### src/rtl/logic_rs.sv
// logic_rs: reservation station and oldest-first issue scheduler for the logic/shift FU.
// Optional macro LOGIC_RS_BYPASS_EN: ready dispatches skip the station when nothing is eligible.
module logic_rs #(
    parameter int unsigned RS_ENTRY     = 4,
    parameter int unsigned WORD_SIZE_P  = 16,
    parameter int unsigned WIDTH_OP     = 4,
    parameter int unsigned ROB_ENTRY    = 16,
    parameter int unsigned NUM_PHYS_REG = 32
) (
    input  logic                            clk_i,
    input  logic                            reset_n_i,
    input  logic                            flush_i,
    input  logic                            disp_v_i,
    output logic                            disp_ready_o,
    input  logic [WIDTH_OP-1:0]             disp_opcode_i,
    input  logic                            disp_op1_rdy_i,
    input  logic [WORD_SIZE_P-1:0]          disp_op1_i,
    input  logic [$clog2(NUM_PHYS_REG)-1:0] disp_op1_tag_i,
    input  logic                            disp_op2_rdy_i,
    input  logic [WORD_SIZE_P-1:0]          disp_op2_i,
    input  logic [$clog2(NUM_PHYS_REG)-1:0] disp_op2_tag_i,
    input  logic [$clog2(ROB_ENTRY)-1:0]    disp_rob_dest_i,
    input  logic [$clog2(NUM_PHYS_REG)-1:0] disp_reg_dest_i,
    input  logic                            cdb_v_i,
    input  logic [$clog2(NUM_PHYS_REG)-1:0] cdb_dest_i,
    input  logic [WORD_SIZE_P-1:0]          cdb_result_i,
    output logic                            exe_v_o,
    output logic [WIDTH_OP-1:0]             opcode_o,
    output logic [WORD_SIZE_P-1:0]          operand1_o,
    output logic [WORD_SIZE_P-1:0]          operand2_o,
    output logic [$clog2(ROB_ENTRY)-1:0]    rob_dest_o,
    output logic [$clog2(NUM_PHYS_REG)-1:0] reg_dest_o,
    output logic [$clog2(RS_ENTRY):0]       count_o
);

    localparam int unsigned ROB_W = $clog2(ROB_ENTRY);
    localparam int unsigned PT_W  = $clog2(NUM_PHYS_REG);
    localparam int unsigned IDX_W = $clog2(RS_ENTRY);
    localparam int unsigned CNT_W = IDX_W + 1;

    typedef struct packed {
        logic                   vld;
        logic [WIDTH_OP-1:0]    opcode;
        logic                   rdy1;
        logic [WORD_SIZE_P-1:0] val1;
        logic [PT_W-1:0]        tag1;
        logic                   rdy2;
        logic [WORD_SIZE_P-1:0] val2;
        logic [PT_W-1:0]        tag2;
        logic [ROB_W-1:0]       rob;
        logic [PT_W-1:0]        rd;
    } entry_t;

    entry_t              ent_q [RS_ENTRY];
    entry_t              woke  [RS_ENTRY];
    entry_t              ent_d [RS_ENTRY];
    entry_t              disp_e;
    entry_t              issue_e;
    logic [CNT_W-1:0]    cnt_q;
    logic [CNT_W-1:0]    cnt_d;
    logic [RS_ENTRY-1:0] elig;
    logic [IDX_W-1:0]    sel;
    logic [IDX_W-1:0]    wr_idx;
    logic                issue;
    logic                disp_fire;
    logic                bypass;
    logic                alloc;

    assign disp_ready_o = (cnt_q < CNT_W'(RS_ENTRY));
    assign disp_fire    = disp_v_i && disp_ready_o && !flush_i;
    assign count_o      = cnt_q;

    // CDB snoop on stored entries
    always_comb begin
        for (int i = 0; i < RS_ENTRY; i++) begin
            woke[i] = ent_q[i];
            if (cdb_v_i && ent_q[i].vld && !ent_q[i].rdy1 && ent_q[i].tag1 == cdb_dest_i) begin
                woke[i].rdy1 = 1'b1;
                woke[i].val1 = cdb_result_i;
            end
            if (cdb_v_i && ent_q[i].vld && !ent_q[i].rdy2 && ent_q[i].tag2 == cdb_dest_i) begin
                woke[i].rdy2 = 1'b1;
                woke[i].val2 = cdb_result_i;
            end
            elig[i] = ent_q[i].vld && ent_q[i].rdy1 && ent_q[i].rdy2;
        end
    end

    // Incoming op, with same-cycle CDB capture so a broadcast is never missed
    always_comb begin
        disp_e        = '0;
        disp_e.vld    = 1'b1;
        disp_e.opcode = disp_opcode_i;
        disp_e.rdy1   = disp_op1_rdy_i;
        disp_e.val1   = disp_op1_i;
        disp_e.tag1   = disp_op1_tag_i;
        disp_e.rdy2   = disp_op2_rdy_i;
        disp_e.val2   = disp_op2_i;
        disp_e.tag2   = disp_op2_tag_i;
        disp_e.rob    = disp_rob_dest_i;
        disp_e.rd     = disp_reg_dest_i;
        if (cdb_v_i && !disp_op1_rdy_i && disp_op1_tag_i == cdb_dest_i) begin
            disp_e.rdy1 = 1'b1;
            disp_e.val1 = cdb_result_i;
        end
        if (cdb_v_i && !disp_op2_rdy_i && disp_op2_tag_i == cdb_dest_i) begin
            disp_e.rdy2 = 1'b1;
            disp_e.val2 = cdb_result_i;
        end
    end

    // Oldest-first select: lowest eligible index wins
    always_comb begin
        sel   = '0;
        issue = 1'b0;
        for (int i = RS_ENTRY - 1; i >= 0; i--) begin
            if (elig[i]) begin
                sel   = IDX_W'(i);
                issue = 1'b1;
            end
        end
        issue_e = ent_q[sel];
    end

`ifdef LOGIC_RS_BYPASS_EN
    assign bypass = disp_fire && !issue && disp_e.rdy1 && disp_e.rdy2;
`else
    assign bypass = 1'b0;
`endif

    assign alloc  = disp_fire && !bypass;
    assign wr_idx = IDX_W'(cnt_q - CNT_W'(issue));
    assign cnt_d  = cnt_q + CNT_W'(alloc) - CNT_W'(issue);

    // Collapse above the issued slot, then append the dispatched op at the new tail
    always_comb begin
        for (int i = 0; i < RS_ENTRY - 1; i++) begin
            ent_d[i] = (issue && i >= int'(sel)) ? woke[i+1] : woke[i];
        end
        ent_d[RS_ENTRY-1] = issue ? '0 : woke[RS_ENTRY-1];
        for (int i = 0; i < RS_ENTRY; i++) begin
            if (alloc && IDX_W'(i) == wr_idx) begin
                ent_d[i] = disp_e;
            end
        end
    end

    always_ff @(posedge clk_i or negedge reset_n_i) begin
        if (!reset_n_i) begin
            for (int i = 0; i < RS_ENTRY; i++) begin
                ent_q[i] <= '0;
            end
            cnt_q      <= '0;
            exe_v_o    <= 1'b0;
            opcode_o   <= '0;
            operand1_o <= '0;
            operand2_o <= '0;
            rob_dest_o <= '0;
            reg_dest_o <= '0;
        end else if (flush_i) begin
            for (int i = 0; i < RS_ENTRY; i++) begin
                ent_q[i] <= '0;
            end
            cnt_q   <= '0;
            exe_v_o <= 1'b0;
        end else begin
            for (int i = 0; i < RS_ENTRY; i++) begin
                ent_q[i] <= ent_d[i];
            end
            cnt_q <= cnt_d;
            if (issue) begin
                exe_v_o    <= 1'b1;
                opcode_o   <= issue_e.opcode;
                operand1_o <= issue_e.val1;
                operand2_o <= issue_e.val2;
                rob_dest_o <= issue_e.rob;
                reg_dest_o <= issue_e.rd;
            end else if (bypass) begin
                exe_v_o    <= 1'b1;
                opcode_o   <= disp_e.opcode;
                operand1_o <= disp_e.val1;
                operand2_o <= disp_e.val2;
                rob_dest_o <= disp_e.rob;
                reg_dest_o <= disp_e.rd;
            end else begin
                exe_v_o <= 1'b0;
            end
        end
    end

endmodule

### config.mk
export PLATFORM = sky130hd
export DESIGN_NAME = logic_rs
export DESIGN_NICKNAME = d
export VERILOG_FILES = /design/src/rtl/logic_rs.sv
export SDC_FILE = /design/constraint.sdc
export NUM_CORES = 1
export LEC_CHECK = 0
export ABC_AREA = 1
export CORE_ASPECT_RATIO = 0.6
export CORE_MARGIN = 5
export CORE_UTILIZATION = 60
export DETAILED_ROUTE_END_ITERATION = 6
export GPL_TIMING_DRIVEN = 1
export PLACE_DENSITY = 0.82
export SYNTH_ARGS = -nofsm -noshare
export SYNTH_HDL_FRONTEND = slang
export SYNTH_SLANG_ARGS = --single-unit
### constraint.sdc
create_clock -name clk_i -period 4.6 [get_ports clk_i]
set_clock_uncertainty 0.05 [all_clocks]
set_input_delay 0.46 -clock clk_i [delete_from_list [all_inputs] [get_ports clk_i]]
set_output_delay 0.46 -clock clk_i [all_outputs]
set_load 0.005 [all_outputs]
==> results.txt, run 1 <==
The number of iterations in the first detailed-routing pass came out at 7. The sequential share of the synthesized area is a little under two fifths. The number of nets in the layout is a little under 3000. The post-detailed-route wirelength per cell came out at between 20 and 25 µm.

The most used cell along the critical path is sky130_fd_sc_hd__nand2_1. The last weighted congestion value of the routability-driven placer is between 1 and 1.5. The worst max-slew margin expressed relative to the limit is 9.821%. Setup repair after global routing left no endpoint under its margin. Data arrives at the worst endpoint at approximately 4.1 ns. Detailed placement ended at an HPWL of roughly 44000 µm. The share of flip-flops with an asynchronous set or reset is between 90% and 100%. The share of the clock period used by the worst path after layout is between 70% and 80%.

The register cell area after layout is around 0.007 mm². After clock tree synthesis, the clock-pin slew on the worst setup and hold paths is approximately 0.07 ns. The number of setup buffers added after CTS is 0. The post-synthesis to final-layout area growth came out at 12.78%. The kind of end point of the critical path is a flip-flop.

The net count of the mapped netlist came out at 2860. During placement, the flow inserted port buffers numbering between 100 and 150. The detailed router finished its first iteration with 3419 violations. The post-detailed-route via-to-cell ratio is about 6.3. The highest net fanout along the worst path is 45. Dividing total power by cell area gives a power density of 344.0 mW/mm². The run finished, with violations left.

CTS saw 281 sinks. The initial standard-cell utilization of the core came out at between 60% and 70%. The measured slew at the worst slew-check pin came out at ~1.3 ns. The number of hold violations in the final report came out at 0. The yosys synthesis warning count is 0.

The number of buffers created by CTS came out at 28. For this design, the slowest cell found on the critical path is sky130_fd_sc_hd__inv_2. Of all cell types, the one taking the most synthesized area is sky130_fd_sc_hd__dfrtp_1. Once layout is complete, the utilization of the core stands at ~69%. The total count of max-transition violations in the final report was 0. The fmax is about 0.27 GHz. The largest net degree at the start of global routing came out at 120.

The setup path with the least slack is of type flip-flop to flip-flop. The area inside the core boundary came out at between 0.03 and 0.04 mm². The total number of placement rows is 49. Summed over all layers, the routed wires come to 69860 µm. The I/O pin count came out at ~130.

The global route total overflow is 0. TritonCTS built the clock tree. The total track usage is between 30% and 40%. Traced cell by cell, the critical path runs through nand3_1 -> nand2_1 -> buf_4 -> clkinv_1 -> nand2_2 -> inv_2 -> nand3_1 -> nand2_1 -> nand2_1 -> nand2_1. For the worst setup path, the data required time is 5.01 ns.

For this design the static power due to leakage is 10.55 nW. The worst-case IR drop observed on VDD is ~0.00032 V. The slack of the critical path is approximately 0.96 ns. The post-synthesis cell type count is 38. Counting the fill cells in the layout gives roughly 2600. The pre-CTS setup slack came out at a little over 0.8 ns.

By area the synthesized netlist is led by sky130_fd_sc_hd__dfrtp_1 38%, sky130_fd_sc_hd__nand2_1 19%, sky130_fd_sc_hd__nand3_1 11%, sky130_fd_sc_hd__inv_1 6.6%, sky130_fd_sc_hd__o21ai_0 4.9%. The number of antenna violations at the first check in global routing came out at 0. The total number of vias came out at 20400. The highest cell delay on the worst timing path is ~0.69 ns. The residual antenna-violating net count after detailed routing came out at 0.

The number of max-cap violations came out at 0. Leaving out fill and tap cells, the most frequent cell in the layout is sky130_fd_sc_hd__nand2_1. The master cell of the clock root buffer is sky130_fd_sc_hd__clkbuf_16. The fraction of layout cells with a size suffix above 1 is approximately 5.5%. The floorplan die width is 236.5 µm. The total DRC errors in the routed layout is 19. The summed instance area of the synthesized netlist came out at between 0.015 and 0.02 mm².

In this run the number of H-tree levels came out at 1. The total power draw came out at 0.007163 W. The kind of path behind the tightest hold check is input port to flip-flop.

The predominant post-synthesis flop cell is sky130_fd_sc_hd__dfrtp_1. The total area of multi-input combinational cells is a little over 0.009 mm². The first global-routing pass estimated around 110000 µm of wire.

The top cell type's share of synthesized area is approximately two fifths. The number of diodes added for antenna fixing is 0. The die area came out at around 0.034 mm².

The number of flops mapped to enable cells by yosys came out at 0. In this run, synthesis produced a sequential element count of 281. The number of global-route vias before repair came out at between 15000 and 20000. The source-to-sink clock delay at the later pin of the worst-skew pair is 0.58 ns. Synthesis produced a netlist whose cell count is about 2800. The count of endpoints failing setup in the final report is 0. The worst setup path is launched from a flip-flop. The number of instances resized during post-cts repair came out at 0. Leaving out fill and tap cells, the most frequent cells in the layout are 933 x sky130_fd_sc_hd__nand2_1, 391 x sky130_fd_sc_hd__nand3_1, 322 x sky130_fd_sc_hd__inv_1. The maximum root-to-sink buffer count is 3. Dividing the synthesized area by the synthesized cell count gives roughly 6.7 µm².

Measured along the y axis, the die boundary spans roughly 150 µm. The time the final worst path needs with I/O delays and setup came out at about 3.6 ns. The checks that failed: DRC. Adding up every negative setup slack in the final design gives 0 ns.
-- where the power goes --
part	internal [W]	total (W)	switching, W
Combinational	0.000625	0.00173	0.00111
Clock	0.00149	0.00255	0.00106
Sequential	0.00273	0.00288	0.000151
-- layout make-up --
| class | instances | share of cell area [%] |
|---|---|---|
| well taps | 408 | 2.452 |
| clock buffers | 43 | 4.074 |
| multi-input cells | 1966 | 44.58 |
| inverters | 343 | 6.195 |
| flip-flops and latches | 281 | 33.77 |
| repair buffers | 180 | 8.208 |
| clock inverters | 9 | 0.7211 |
-- cell families (layout without fill, tap and decap cells) --
logic type	after synthesis	count (layout)	synth area share [%]
AOI/OAI and AO/OA	388	388	11.57
and+or+nand+nor	1559	1559	37.38
buffers and inverters	526	575	11.90
adders and majority gates	4	4	0.3118
DFF	281	281	38.09
xor gates and xnor gates	15	15	0.7523
-- path summary, 6_finish.rpt --
check / from / to / slack (ns) / cells after the start
setup / recovery: ent_q[173] / operand2_o[2] / 0.96 / 10
hold / removal: flush_i / ent_q[67] / 0.39 / 3
setup reg to reg: ent_q[173] / operand2_o[2] / 0.96 / 10
hold reg to reg: rob_dest_o[0] / rob_dest_o[0] / 0.43 / 2
max in group asynchronous: reset_n_i / ent_q[211] / 2.85 / 3
min in group asynchronous: reset_n_i / ent_q[228] / 0.49 / 2
-- state kept, by name (all words and copies together) (netlist names) --
name        cells
count_o         3
operand1_o     16
opcode_o        4
exe_v_o         1
operand2_o     16
reg_dest_o      5
rob_dest_o      4
ent_q         232
-- routing by layer --
| metal | track usage, % | vias to the layer above | wire [µm] |
|---|---|---|---|
| met1 | 55.39 | 9502 | 27340 |
| met2 | 55.09 | 1585 | 28590 |
| met3 | 14.77 | 241 | 11280 |
| li1 | - | 9076 | - |
| met5 | 0 | - | 0 |
| met4 | 13.52 | 0 | 2655 |
-- stage by stage --
step	hold WS (ns)	cells	area (µm²)
6_report	0.3884	3230	20820
5_1_grt	0.3947	3230	20820
4_1_cts	0.3708	3230	20820
3_5_place_dp	0.4142	3177	19810
3_3_place_gp	0.4116	3177	19810
2_1_floorplan	0.1144	2773	18460
-- worst max-delay path: cells and delay by family, from the launching register on --
kind / cells / cell delay, ns
DFF: 1 / 0.46
buffers and inverters: 3 / 1.45
and+or+nand+nor: 7 / 1.54
-- what timing repair did --
action,4_1_cts,5_1_grt
hold buffers,1,0
endpoints found under the setup margin,0,0
endpoints found under the hold margin,31,0
-- synth_stat cells, types with 11 or more instances --
library cell and n:
sky130_fd_sc_hd__a22oi_1 23, sky130_fd_sc_hd__nand4_1 126, sky130_fd_sc_hd__o21ai_0 179, sky130_fd_sc_hd__nor2_1 56, sky130_fd_sc_hd__buf_6 11, sky130_fd_sc_hd__nand2_1 936, sky130_fd_sc_hd__o22ai_1 76, sky130_fd_sc_hd__dfrtp_1 281
sky130_fd_sc_hd__inv_2 11, sky130_fd_sc_hd__xor2_1 13, sky130_fd_sc_hd__clkbuf_1 72, sky130_fd_sc_hd__buf_2 78, sky130_fd_sc_hd__a21oi_1 57, sky130_fd_sc_hd__and2_1 14, sky130_fd_sc_hd__nor2_2 17, sky130_fd_sc_hd__o21ai_1 46
sky130_fd_sc_hd__nand3_1 392, sky130_fd_sc_hd__inv_1 323
Power figures use the tool's default switching activity.
==> run 2, diff against run 1 <==
Settings changed: CORE_UTILIZATION 60 to 54, PLACE_DENSITY 0.82 to 0.78.
Clock period 4.6 ns to 3.3 ns, I/O delays scaled along.
==> run 2 against run 1 <==
Effect of this change: clock power up 36%; setup slack worse by 0.74 ns; the run now ends clean; register-to-register slack lost 0.74 ns; core utilization down 6.2 points; via count down 0.24%; sequential power increased by 40%; non-clock buffer count grew 30.
==> results.txt, run 2 (synthesized netlist as in run 1, its figures left out) <==
The flow ran to the end, and the final reports show no timing, DRC or antenna violations. The count of H-tree levels built during CTS came out at 1. The share of the clock period used by the worst path after layout is ~93%. Entering global routing, the biggest net connects between 100 and 150 pins. For hold timing, the worst endpoint is ent_q[80]. The total number of placement rows came out at 52. The cell depth of the worst flop-to-flop path is 15.

The standby leakage power came out at approximately 11 nW. The initial standard-cell utilization of the core is approximately 55%. Among all stages on the critical path, the largest delay is contributed by sky130_fd_sc_hd__nand2_2. The most used cell along the critical path is sky130_fd_sc_hd__inv_1.

The number of setup buffers added after CTS came out at 0. In this run the most critical hold path is launched from flush_i. The worst setup path is of the flip-flop to flip-flop kind.

STA classifies the critical path endpoint as a flip-flop. Setup repair after global routing left no endpoint under its margin. In the final timing run, aggregate negative setup slack is 0 ns.

The post-route netlist has between 6 and 7% of its cells at a drive strength greater than 1. The worst path needs ~3.1 ns of the cycle, external delays included. The number of hold violations in the final report is 0. The number of diodes added for antenna fixing is 0.

The number of global-route vias before repair was between 15000 and 20000. The number of nets in the layout came out at a little under 3000. The total area of multi-input combinational cells came out at between 0.009 and 0.01 mm². The number of buffers created by CTS is 29.

Routability-driven placement finished with a final weighted congestion of 0.9785. The number of max-cap violations came out at 0. In this run the critical register-to-register path is launched from ent_q[115]. Before antenna repair, the detailed router went through 6 iterations. The number of cells on the worst hold path is 5. Data on the critical path arrives at its endpoint at 3.46 ns. The source-to-sink clock delay at the later pin of the worst-skew pair came out at just under 0.6 ns. The die covers 0.03811 mm². Buffers placed on the I/O ports in this run total 132. The clock passes through at most 3 buffers. The I/O pin count came out at 133.

The total track usage came out at between 30% and 40%. The routed design has ~75000 µm of wire. The global route total overflow came out at 0. The slack of the critical path came out at 0.2165 ns. The highest cell delay on the worst timing path came out at 0.54 ns. The number of violations reported at the end of detailed-routing iteration 0 is around 2900. The first global-routing pass estimated 114800 µm of wire. The number of flip-flops in the largest register came out at 232. The pre-CTS setup slack came out at 0.2854 ns. The critical path goes through inv_1 -> nor3_2 -> inv_1 -> nand2_1 -> nor2_2 -> inv_1 -> ha_1 -> xor2_2 -> inv_2 -> nor2_8 -> inv_2 -> nand2_4 -> inv_4 -> nand2_2 -> o22ai_1. The total DRC errors in the routed layout is 0. The total power density per cell area is around 470 mW/mm². In this run the tightest slew margin relative to its limit is between 10% and 20%. The master cell of the clock root buffer is sky130_fd_sc_hd__clkbuf_16. The core region is approximately 0.034 mm².

In this run the critical register-to-register path is captured at ent_q[65]. The library cell used most frequently in the layout, excluding fill and tap cells, is sky130_fd_sc_hd__nand2_1. The number of antenna violations at the first check in global routing is 0. The residual antenna-violating net count after detailed routing came out at 0.

Detailed placement ended at an HPWL of between 40000 and 50000 µm. The post-synthesis to final-layout area growth came out at 14.64%. The die is ~150 µm tall. The slack of the worst reg-to-reg path came out at 0.22 ns. TritonCTS built the clock tree.

Dividing the detail-routed wire length by the instance count gives roughly 23 µm. The worst setup path is launched from a flip-flop. The die is 248.7 µm wide.

Clock-pin slew was measured on the worst setup and hold paths at 0.07 ns. In the final layout, flip-flops and latches occupy about 0.007 mm². The count of endpoints failing setup in the final report came out at 0. Along the worst path, the maximum fanout reaches 24. The total count of max-transition violations in the final report came out at 0. STA puts the critical path data required time at between 3 and 4 ns. Leaving out fill and tap cells, the most frequent cells in the layout are 933 x sky130_fd_sc_hd__nand2_1, 391 x sky130_fd_sc_hd__nand3_1, 323 x sky130_fd_sc_hd__inv_1. The post-detailed-route via-to-cell ratio is approximately 6.1.

The register ranked first by flip-flop count is ent_q. The kind of path behind the tightest hold check is input port to flip-flop. The total number of vias came out at 20360.

The number of fill cells came out at about 3200. The worst ir drop on vdd is between 0.0004 and 0.0005 V. The count of clock tree sinks came out at between 200 and 300. The measured slew at the worst slew-check pin came out at roughly 1.2 ns.

Static timing analysis puts the maximum clock frequency at between 0.3 and 0.4 GHz. In the final layout, the registers with the most flip-flops are ent_q x232, operand1_o x16, operand2_o x16.
## run 2: cell types whose count changed in the layout (fill, tap and decap cells not counted), sizes merged
| cell | delta |
|---|---|
| clkbuf | +3 |
| bufinv | -3 |
| inv | +2 |
| buf | +30 |
## run 2: final cells by class
class | instances | share of cell area (%)
tap | 459 | 2.713
clock buffer | 46 | 4.250
multi-input combinational | 1966 | 43.86
clock inverter | 8 | 0.3665
timing repair buffer | 210 | 9.494
sequential | 281 | 33.22
inverter | 343 | 6.095
## run 2: report_power, final
group          internal [W]  switching [W]
registers           0.00381       0.000209
logic              0.000910        0.00158
clock network       0.00194        0.00152
## run 2: worst max-delay path by stage
stage	start	endpoint	slack, ns
5_1_grt	ent_q[115]	ent_q[65]	0.04
2_1_floorplan	ent_q[231]	ent_q[58]	0.35
3_5_place_dp	ent_q[115]	ent_q[69]	0.29
4_1_cts	ent_q[115]	ent_q[65]	0.25
3_3_place_gp	cdb_dest_i[0]	ent_q[79]	0.30
6_report	ent_q[115]	ent_q[65]	0.22
## run 2: stage by stage
stage	util [%]	std cells	hold WS [ns]	power, W	area [µm²]
after floorplan	-	2773	-0.01559	0.005394	18460
after global placement	59.87	3258	0.3778	0.006433	20180
after detailed placement	59.87	3258	0.3773	0.006481	20180
after CTS	62.80	3313	0.2587	0.009906	21170
after global routing	62.80	3313	0.3036	0.01037	21170
final	62.80	3313	0.2811	0.009970	21170
## run 2: critical path: cells and delay by family (launching register included)
kind / cells / cell delay [ns]
xor gates and xnor gates: 1 / 0.33
and+or+nand+nor: 6 / 1.19
AOI/OAI and AO/OA: 1 / 0.16
adders and majority gates: 1 / 0.19
DFF: 1 / 0.40
buffers and inverters: 6 / 0.55
## run 2: repair_timing
| item | 4_1_cts | 5_1_grt |
|---|---|---|
| gates resized for setup | 0 | 0 |
| hold endpoints to repair | 98 | 0 |
| hold buffers | 1 | 0 |
## run 2: layer usage
| metal | share of wire, % | global-route usage, % |
|---|---|---|
| met4 | 3.3 | 11.50 |
| met3 | 15 | 12.47 |
| met5 | 0 | 0 |
| met1 | 41 | 55.68 |
| met2 | 40 | 53.48 |
